[src/rtl/issue_unit.sv]
// Round-robin single-issue scheduler for int/mul/div/ls queues onto the shared CDB.
// Latency: grants are combinational; a grant in cycle t owns the CDB in cycle t+L.
// Backpressure: a ready queue is held off while its CDB slot is reserved, or while the divider is busy.
module issue_unit #(
    parameter int MUL_LAT = 4,
    parameter int DIV_LAT = 7
) (
    input  logic       clk,
    input  logic       reset_n,
    input  logic       issueint_ready,
    input  logic       issuemul_ready,
    input  logic       issuediv_ready,
    input  logic       issuels_ready,
    output logic       issueint_done,
    output logic       issuemul_done,
    output logic       issuediv_done,
    output logic       issuels_done,
    output logic [1:0] cdb_owner,
    output logic       cdb_owner_valid
);

    localparam logic [1:0] U_MUL = 2'd1;
    localparam logic [1:0] U_DIV = 2'd2;

    // Entry i holds the CDB owner i cycles from now; entry 0 is the current bus owner.
    logic [DIV_LAT:0]      res_vld;
    logic [DIV_LAT:0][1:0] res_own;
    logic [1:0]            rr_ptr;
    logic [3:0]            div_cnt;

    logic [3:0] rdy;
    logic [3:0] elig;
    logic [3:0] gnt;
    logic       gnt_vld;
    logic [1:0] gnt_id;
    logic [3:0] gnt_slot;

    assign rdy = {issuels_ready, issuediv_ready, issuemul_ready, issueint_ready};

    // A unit may issue only if the slot its result lands in is still free.
    assign elig[0] = rdy[0] && !res_vld[1];
    assign elig[1] = rdy[1] && !res_vld[MUL_LAT];
    assign elig[2] = rdy[2] && !res_vld[DIV_LAT] && (div_cnt == 4'd0);
    assign elig[3] = rdy[3] && !res_vld[1];

    always_comb begin
        gnt_vld = 1'b0;
        gnt_id  = 2'd0;
        for (int i = 0; i < 4; i++) begin
            if (!gnt_vld && elig[2'(rr_ptr + 2'(i))]) begin
                gnt_vld = 1'b1;
                gnt_id  = 2'(rr_ptr + 2'(i));
            end
        end
    end

    always_comb begin
        gnt_slot = 4'd0;
        case (gnt_id)
            U_MUL:   gnt_slot = 4'(MUL_LAT - 1);
            U_DIV:   gnt_slot = 4'(DIV_LAT - 1);
            default: gnt_slot = 4'd0;
        endcase
    end

    assign gnt           = gnt_vld ? (4'b0001 << gnt_id) : 4'b0000;
    assign issueint_done = gnt[0];
    assign issuemul_done = gnt[1];
    assign issuediv_done = gnt[2];
    assign issuels_done  = gnt[3];

    assign cdb_owner       = res_own[0];
    assign cdb_owner_valid = res_vld[0];

    always_ff @(posedge clk or negedge reset_n) begin
        if (!reset_n) begin
            res_vld <= '0;
            res_own <= '0;
            rr_ptr  <= 2'd0;
            div_cnt <= 4'd0;
        end else begin
            // The granted slot is known empty after the shift, so it simply overrides.
            for (int i = 0; i < DIV_LAT; i++) begin
                if (gnt_vld && gnt_slot == 4'(i)) begin
                    res_vld[i] <= 1'b1;
                    res_own[i] <= gnt_id;
                end else begin
                    res_vld[i] <= res_vld[i+1];
                    res_own[i] <= res_own[i+1];
                end
            end
            res_vld[DIV_LAT] <= 1'b0;
            res_own[DIV_LAT] <= 2'd0;

            if (gnt_vld)
                rr_ptr <= gnt_id + 2'd1;

            if (gnt_vld && gnt_id == U_DIV)
                div_cnt <= 4'(DIV_LAT - 1);
            else if (div_cnt != 4'd0)
                div_cnt <= div_cnt - 4'd1;
        end
    end

endmodule

[config.mk]
export PLATFORM = sky130hd
export DESIGN_NAME = issue_unit
export DESIGN_NICKNAME = d
export VERILOG_FILES = /design/src/rtl/issue_unit.sv
export SDC_FILE = /design/constraint.sdc
export NUM_CORES = 1
export LEC_CHECK = 0
export CORE_ASPECT_RATIO = 1.25
export CORE_MARGIN = 1.5
export CORE_UTILIZATION = 49
export CTS_CLUSTER_SIZE = 24
export DETAILED_ROUTE_END_ITERATION = 8
export PLACE_DENSITY = 0.79
export SYNTH_ARGS = -nofsm -noshare
export SYNTH_HDL_FRONTEND = slang
export SYNTH_SLANG_ARGS = --single-unit
[constraint.sdc]
create_clock -name clk -period 2.65 [get_ports clk]
set_input_delay 0.265 -clock clk [delete_from_list [all_inputs] [get_ports clk]]
set_output_delay 0.265 -clock clk [all_outputs]
set_load 0.005 [all_outputs]
==> results of run 1 <==
[worst register-to-register path, delay by kind of cell (launching register included)]
family / cells / cell delay (ps)
muxes: 1 / 350
and+or+nand+nor: 2 / 360
DFF: 1 / 430
adders and majority gates: 2 / 460
AOI/OAI and AO/OA: 3 / 710
buffers and inverters: 2 / 150
[state kept, by name, indices dropped and copies added, names as in the netlist]
signal / count
rr_ptr: 2
div_cnt: 4
res_vld: 7
res_own: 12
cdb_owner: 2
[layout by cell type, fill, tap and decap left out, types with 2 or more instances in the layout]
cell             count
a211o_1              2
a21oi_1              2
a31oi_4              2
and2_1               4
buf_4               18
buf_6                3
clkbuf_4             3
clkdlybuf4s50_1      8
dfrtp_1             27
dlygate4sd2_1        2
ha_1                 4
ha_4                 3
inv_2                6
mux2_2              13
nand2_1              2
nand2b_1             6
nand3_1              3
nor2_1               6
or2_2                4
[metal layers]
| layer | global-route usage [%] | routed length [um] | vias up |
|---|---|---|---|
| met4 | 6.53 | 18 | 0 |
| li1 | - | - | 423 |
| met1 | 23.1 | 1110 | 450 |
| met5 | 0 | 0 | - |
| met2 | 38.9 | 1450 | 19 |
| met3 | 4.00 | 101 | 2 |
[where the power goes]
| group | total (uW) | internal [uW] | switching (uW) | leakage (uW) |
|---|---|---|---|---|
| Combinational | 1130 | 638 | 492 | 0.000448 |
| Sequential | 668 | 569 | 99.0 | 0.000350 |
| Clock | 182 | 57.6 | 125 | 0.0000139 |
| Total | 1980 | 1260 | 716 | 0.000812 |
[final cells by class]
type / instances / area [um^2]
multi-input combinational: 67 / 633
timing repair buffer: 33 / 282
clock inverter: 1 / 7.51
inverter: 7 / 26.3
tap: 33 / 41.3
sequential: 27 / 676
fill: 176 / 764
clock buffer: 3 / 22.5
[cell usage after synthesis]
cell type,number
a31oi_1,1
nor2_1,6
xnor2_1,1
and3b_1,1
a211o_1,2
and2_1,4
o21bai_1,1
nor2b_1,1
nand3b_1,1
buf_6,1
a21oi_1,2
dfrtp_1,27
a31oi_4,1
nand4bb_4,1
nor4b_1,1
nor3_1,1
and3_1,2
nand2_1,3
nand3_1,3
a21bo_2,1
a31o_2,1
ha_1,7
or3_1,1
mux2_2,13
o211ai_1,1
or2_2,4
nand2b_1,6
nor3b_1,1
inv_1,7
buf_4,2
[logic make-up after synthesis]
| logic type | count (synthesis) | synth area share, % |
|---|---|---|
| AOI/OAI and AO/OA | 10 | 6.91 |
| xor gates and xnor gates | 1 | 0.681 |
| adders and majority gates | 7 | 6.81 |
| buffers and inverters | 10 | 4.09 |
| DFF | 27 | 52.5 |
| muxes | 13 | 11.4 |
| and+or+nand+nor | 36 | 17.6 |
[what timing repair did]
action                     CTS  global route
pin swaps                    2             2
hold buffers                 0             0
setup endpoints to repair   10             5
buffers inserted             7             0
resized for setup           19             7
cloned                       0             0
[worst max path at each step]
stage                               from       endpoint  slack (ps)  cells past startpoint
after global routing          div_cnt[1]   issuels_done          -6                     10
after CTS                     div_cnt[1]  issuemul_done           2                     11
after floorplan               div_cnt[0]     res_own[2]          20                     10
after global placement    issuediv_ready  issuediv_done         -50                     10
after detailed placement  issueint_ready  issuediv_done         -90                     10
final                         div_cnt[1]   issuels_done          80                     10
[stage by stage]
step / hold WS, ps / power, uW
6_report: 283 / 1980
5_1_grt: 305 / 2110
4_1_cts: 300 / 1920
3_5_place_dp: 420 / 1620
3_3_place_gp: 417 / 1580
2_1_floorplan: -30.6 / 1260
==> metrics.csv, run 1 <==
metric,value,unit
r2r_start,div_cnt[1],
fmax,389,MHz
dp_hpwl,1800,um
tritoncts,yes,
ff2ff_setup_slack,90,ps
antenna_found_initial,0,
cts_buffer_depth,2,
drc,0,
numPortBuffers,12,
ys_ff_latch,27,
synth_largest_area_cell,dfrtp_1,
cap_viol_max_count,0,
critPathTopFamily,buffers and inverters,
setup_viol_count_final,0,
first_pass_iters,4,
pin_count,13,
initial_core_util,52.4,%
powerDensity,1170,nW/um^2
period_share,97.0,%
clock-sinks,27,
setup-tns-final,0,ps
period_needed,2570,ps
yosysWarnings,0,
drt_iter0_markers,17,
numCtsBuffers,3,
grt_max_degree,28,
cp.required,2380,ps
worstSetupPathType,register to output port,
cts-root-buf,clkbuf_4,
wl_per_cell,15.7,um
track_usage,20.4,%
startpoint_type,register,
reg2reg_to,res_own[10],
status,"finished, final reports clean",
finalInstanceArea,1690,um^2
synth_top_cells_by_area,"dfrtp_1 53%, mux2_2 11%, ha_1 6.8%, nand2b_1 2.9%, nand4bb_4 2.1%",
vias_per_cell,5.23,
die_area,2940,um^2
clock_latency,320,ps
wl,2680,um
area_growth,31.2,%
hold_class,primary input to async pin,
power.leakage,0.000812,uW
peakVddDrop,0.000613,V
finalHoldViolCount,0,
clock_skew,4.26,ps
cts_max_level,1,
finalNonFillerCells,171,
slew_violations,0,
crit_path_end_kind,output port,
vias,894,
drtAntennaViolNets,0,
drive_gt1_share,43.5,%
grt_remaining_overflow,0,
yosysUniqueCellTypes,30,
slowest_stage,dfrtp_1,
dp_cells,160,
pre_cts_ws,-90.9,ps
clk_pin_slew,150,ps
layout.nets,152,
ys_seq_area_share,52.5,%
synth_top_area_share,52.5,%
synthCells,104,
cp_max_fo,3,
slowest_delay,430,ps
fin_ws,80.4,ps
gp_congestion,0.779,
grt_pass1_vias,942,
syn_avg_cell_area,12.4,um^2
die_h,60.3,um
critPathArrivalTime,2300,ps
final_util,68.8,%
tightest_slew,530,ps
crit_buf_inv,4,
rr_worst_depth,10,
slew-limit-headroom,64.6,%
syn_nets,117,
grt_pass1_wl,4420,um
n_antenna_cell,0,
die_w,48.8,um
num_rows,20,
core,2450,um^2
synth.cell_area,1290,um^2
placed_cell_area,1540,um^2
crit_chain,"inv_2, ha_4, nand4bb_4, a211o_1, a31oi_4, buf_4, buf_6, ha_1, and2_1, dlygate4sd2_1",
Note: power is estimated with default switching activity, not from simulation.
==> inputs of run 2 (changes only) <==
--- a/config.mk
+++ b/config.mk
@@ -10,7 +10,7 @@
 export CORE_UTILIZATION = 49
 export CTS_CLUSTER_SIZE = 24
 export DETAILED_ROUTE_END_ITERATION = 8
-export PLACE_DENSITY = 0.79
+export PLACE_DENSITY = 0.73
 export SYNTH_ARGS = -nofsm -noshare
 export SYNTH_HDL_FRONTEND = slang
 export SYNTH_SLANG_ARGS = --single-unit
==> run 2 against run 1 <==
Die area unchanged. First-iteration DRC count increased by 41%. Highest routed layer unchanged. Routed wire length is 3.5% lower. Largest cell class unchanged.
==> metrics.csv, run 2 (synthesis gave the netlist of run 1 again) <==
metric,value,unit
fmax,388,MHz
antenna_found_initial,0,
n_antenna_cell,0,
multi_input_area,654,um^2
wl,2590,um
cap_viol_max_count,0,
slew-limit-headroom,69.4,%
cts-root-buf,clkbuf_4,
first_pass_iters,4,
crit_path_end_kind,register,
vias_per_cell,5.14,
die_area,2940,um^2
track_usage,18.3,%
largest_register_ffs,12,
grt_pass1_vias,880,
fin_total_pwr,2070,uW
drt_iter0_markers,24,
layout.nets,155,
rsz0062_at_grt,true,
core,2450,um^2
period_needed,2570,ps
wl_per_cell,14.9,um
clock_latency,320,ps
cp_max_fo,3,
cp.required,2880,ps
gp_congestion,0.753,
power.leakage,0.000826,uW
grt_max_degree,28,
area_growth,34.5,%
num_rows,20,
holdBufCountCts,0,
clock-sinks,27,
register_area,676,um^2
cts_buffer_depth,2,
top_register,res_own,
initial_core_util,52.4,%
n_fill_cell,188,
tritoncts,yes,
tightest_slew,458,ps
powerDensity,1190,nW/um^2
die_w,48.8,um
setup_viol_count_final,0,
worstSetupPathType,register to register,
layout_commonest_cell,dfrtp_1,
dp_hpwl,1740,um
numPortBuffers,12,
numCtsBuffers,3,
critPathArrivalTime,2800,ps
most-common-layout-cells,"27 x dfrtp_1, 20 x buf_4, 13 x mux2_2",
drive_gt1_share,48.2,%
finalHoldViolCount,0,
period_share,97.1,%
grt_pass1_wl,4020,um
die_h,60.3,um
clk_pin_slew,150,ps
startpoint_type,register,
hold_class,primary input to async pin,
slew_violations,0,
peakVddDrop,0.000612,V
reg_top3,"res_own (12), res_vld (7), div_cnt (4)",
pin_count,13,
vias,894,
cts_max_level,1,
drc,0,
grt_remaining_overflow,0,
setup-tns-final,0,ps
clock_skew,2.61,ps
drtAntennaViolNets,0,
status,"finished, final reports clean",
## run 2: changes by cell type in the layout (fill, tap and decap cells not counted)
cell,delta
buf_4,+2
and3_1,-1
and3_4,+1
and3b_1,-1
and3b_2,+1
buf_6,+1
clkbuf_2,+1
clkdlybuf4s15_1,-1
ha_1,-1
ha_4,+1
nor2_1,-1
nor2_2,+1
## run 2: path summary, 6_finish.rpt
check / startpoint / endpoint / slack [ps] / depth (start not counted)
worst min register to register: res_vld[6] / res_vld[5] / 460 / 1
worst max-delay path: div_cnt[0] / res_own[4] / 80 / 13
worst max register to register: div_cnt[0] / res_own[4] / 80 / 13
min in group clk: res_vld[6] / res_vld[5] / 460 / 1
worst min-delay path: reset_n / rr_ptr[1] / 290 / 2
max in group asynchronous: reset_n / res_vld[4] / 2120 / 2
## run 2: critical path, cell delays in order (launching register included)
cell,delay [ps]
dfrtp_1,420
inv_2,90
ha_4,150
nand4bb_4,120
a211o_1,310
a31oi_4,170
buf_6,120
buf_6,90
ha_4,130
inv_2,30
a31o_4,200
buf_4,150
nor2_2,130
mux2_2,360
## run 2: power breakdown
part / switching (uW) / internal [uW] / leakage, uW / total, uW
Combinational: 514 / 705 / 0.000462 / 1220
Sequential: 96.8 / 569 / 0.000350 / 666
Clock: 124 / 57.6 / 0.0000139 / 182
Total: 735 / 1330 / 0.000826 / 2070
## run 2: per-stage QoR
step           util [%]  area, um^2  std cells  setup slack, ps  hold slack (ps)
5_1_grt            70.6        1730        174            -17.4              291
3_5_place_dp       63.3        1550        161             -120              425
6_report           70.6        1730        174             75.8              286
4_1_cts            67.9        1660        171             -127              295
3_3_place_gp       63.3        1550        161            -40.2              417
2_1_floorplan         -        1300        104             22.7            -30.6
## run 2: cell type report
class	instances	area share [%]
clock buffer	3	1.30
clock inverter	1	0.434
inverter	7	1.52
multi-input combinational	67	37.8
sequential	27	39.0
tap	33	2.39
timing repair buffer	36	17.5
## run 2: metal layers
layer | GRT usage (%) | vias to the layer above | wire (um)
li1 | - | 428 | -
met1 | 21.0 | 449 | 1100
met2 | 34.8 | 15 | 1390
met3 | 3.00 | 2 | 69
met4 | 6.12 | 0 | 21
met5 | 0 | - | 0
## run 2: repair_timing
action,CTS,global route
setup buffers,6,3
setup endpoints to repair,4,10
pin swaps,2,3
gates resized for setup,19,13
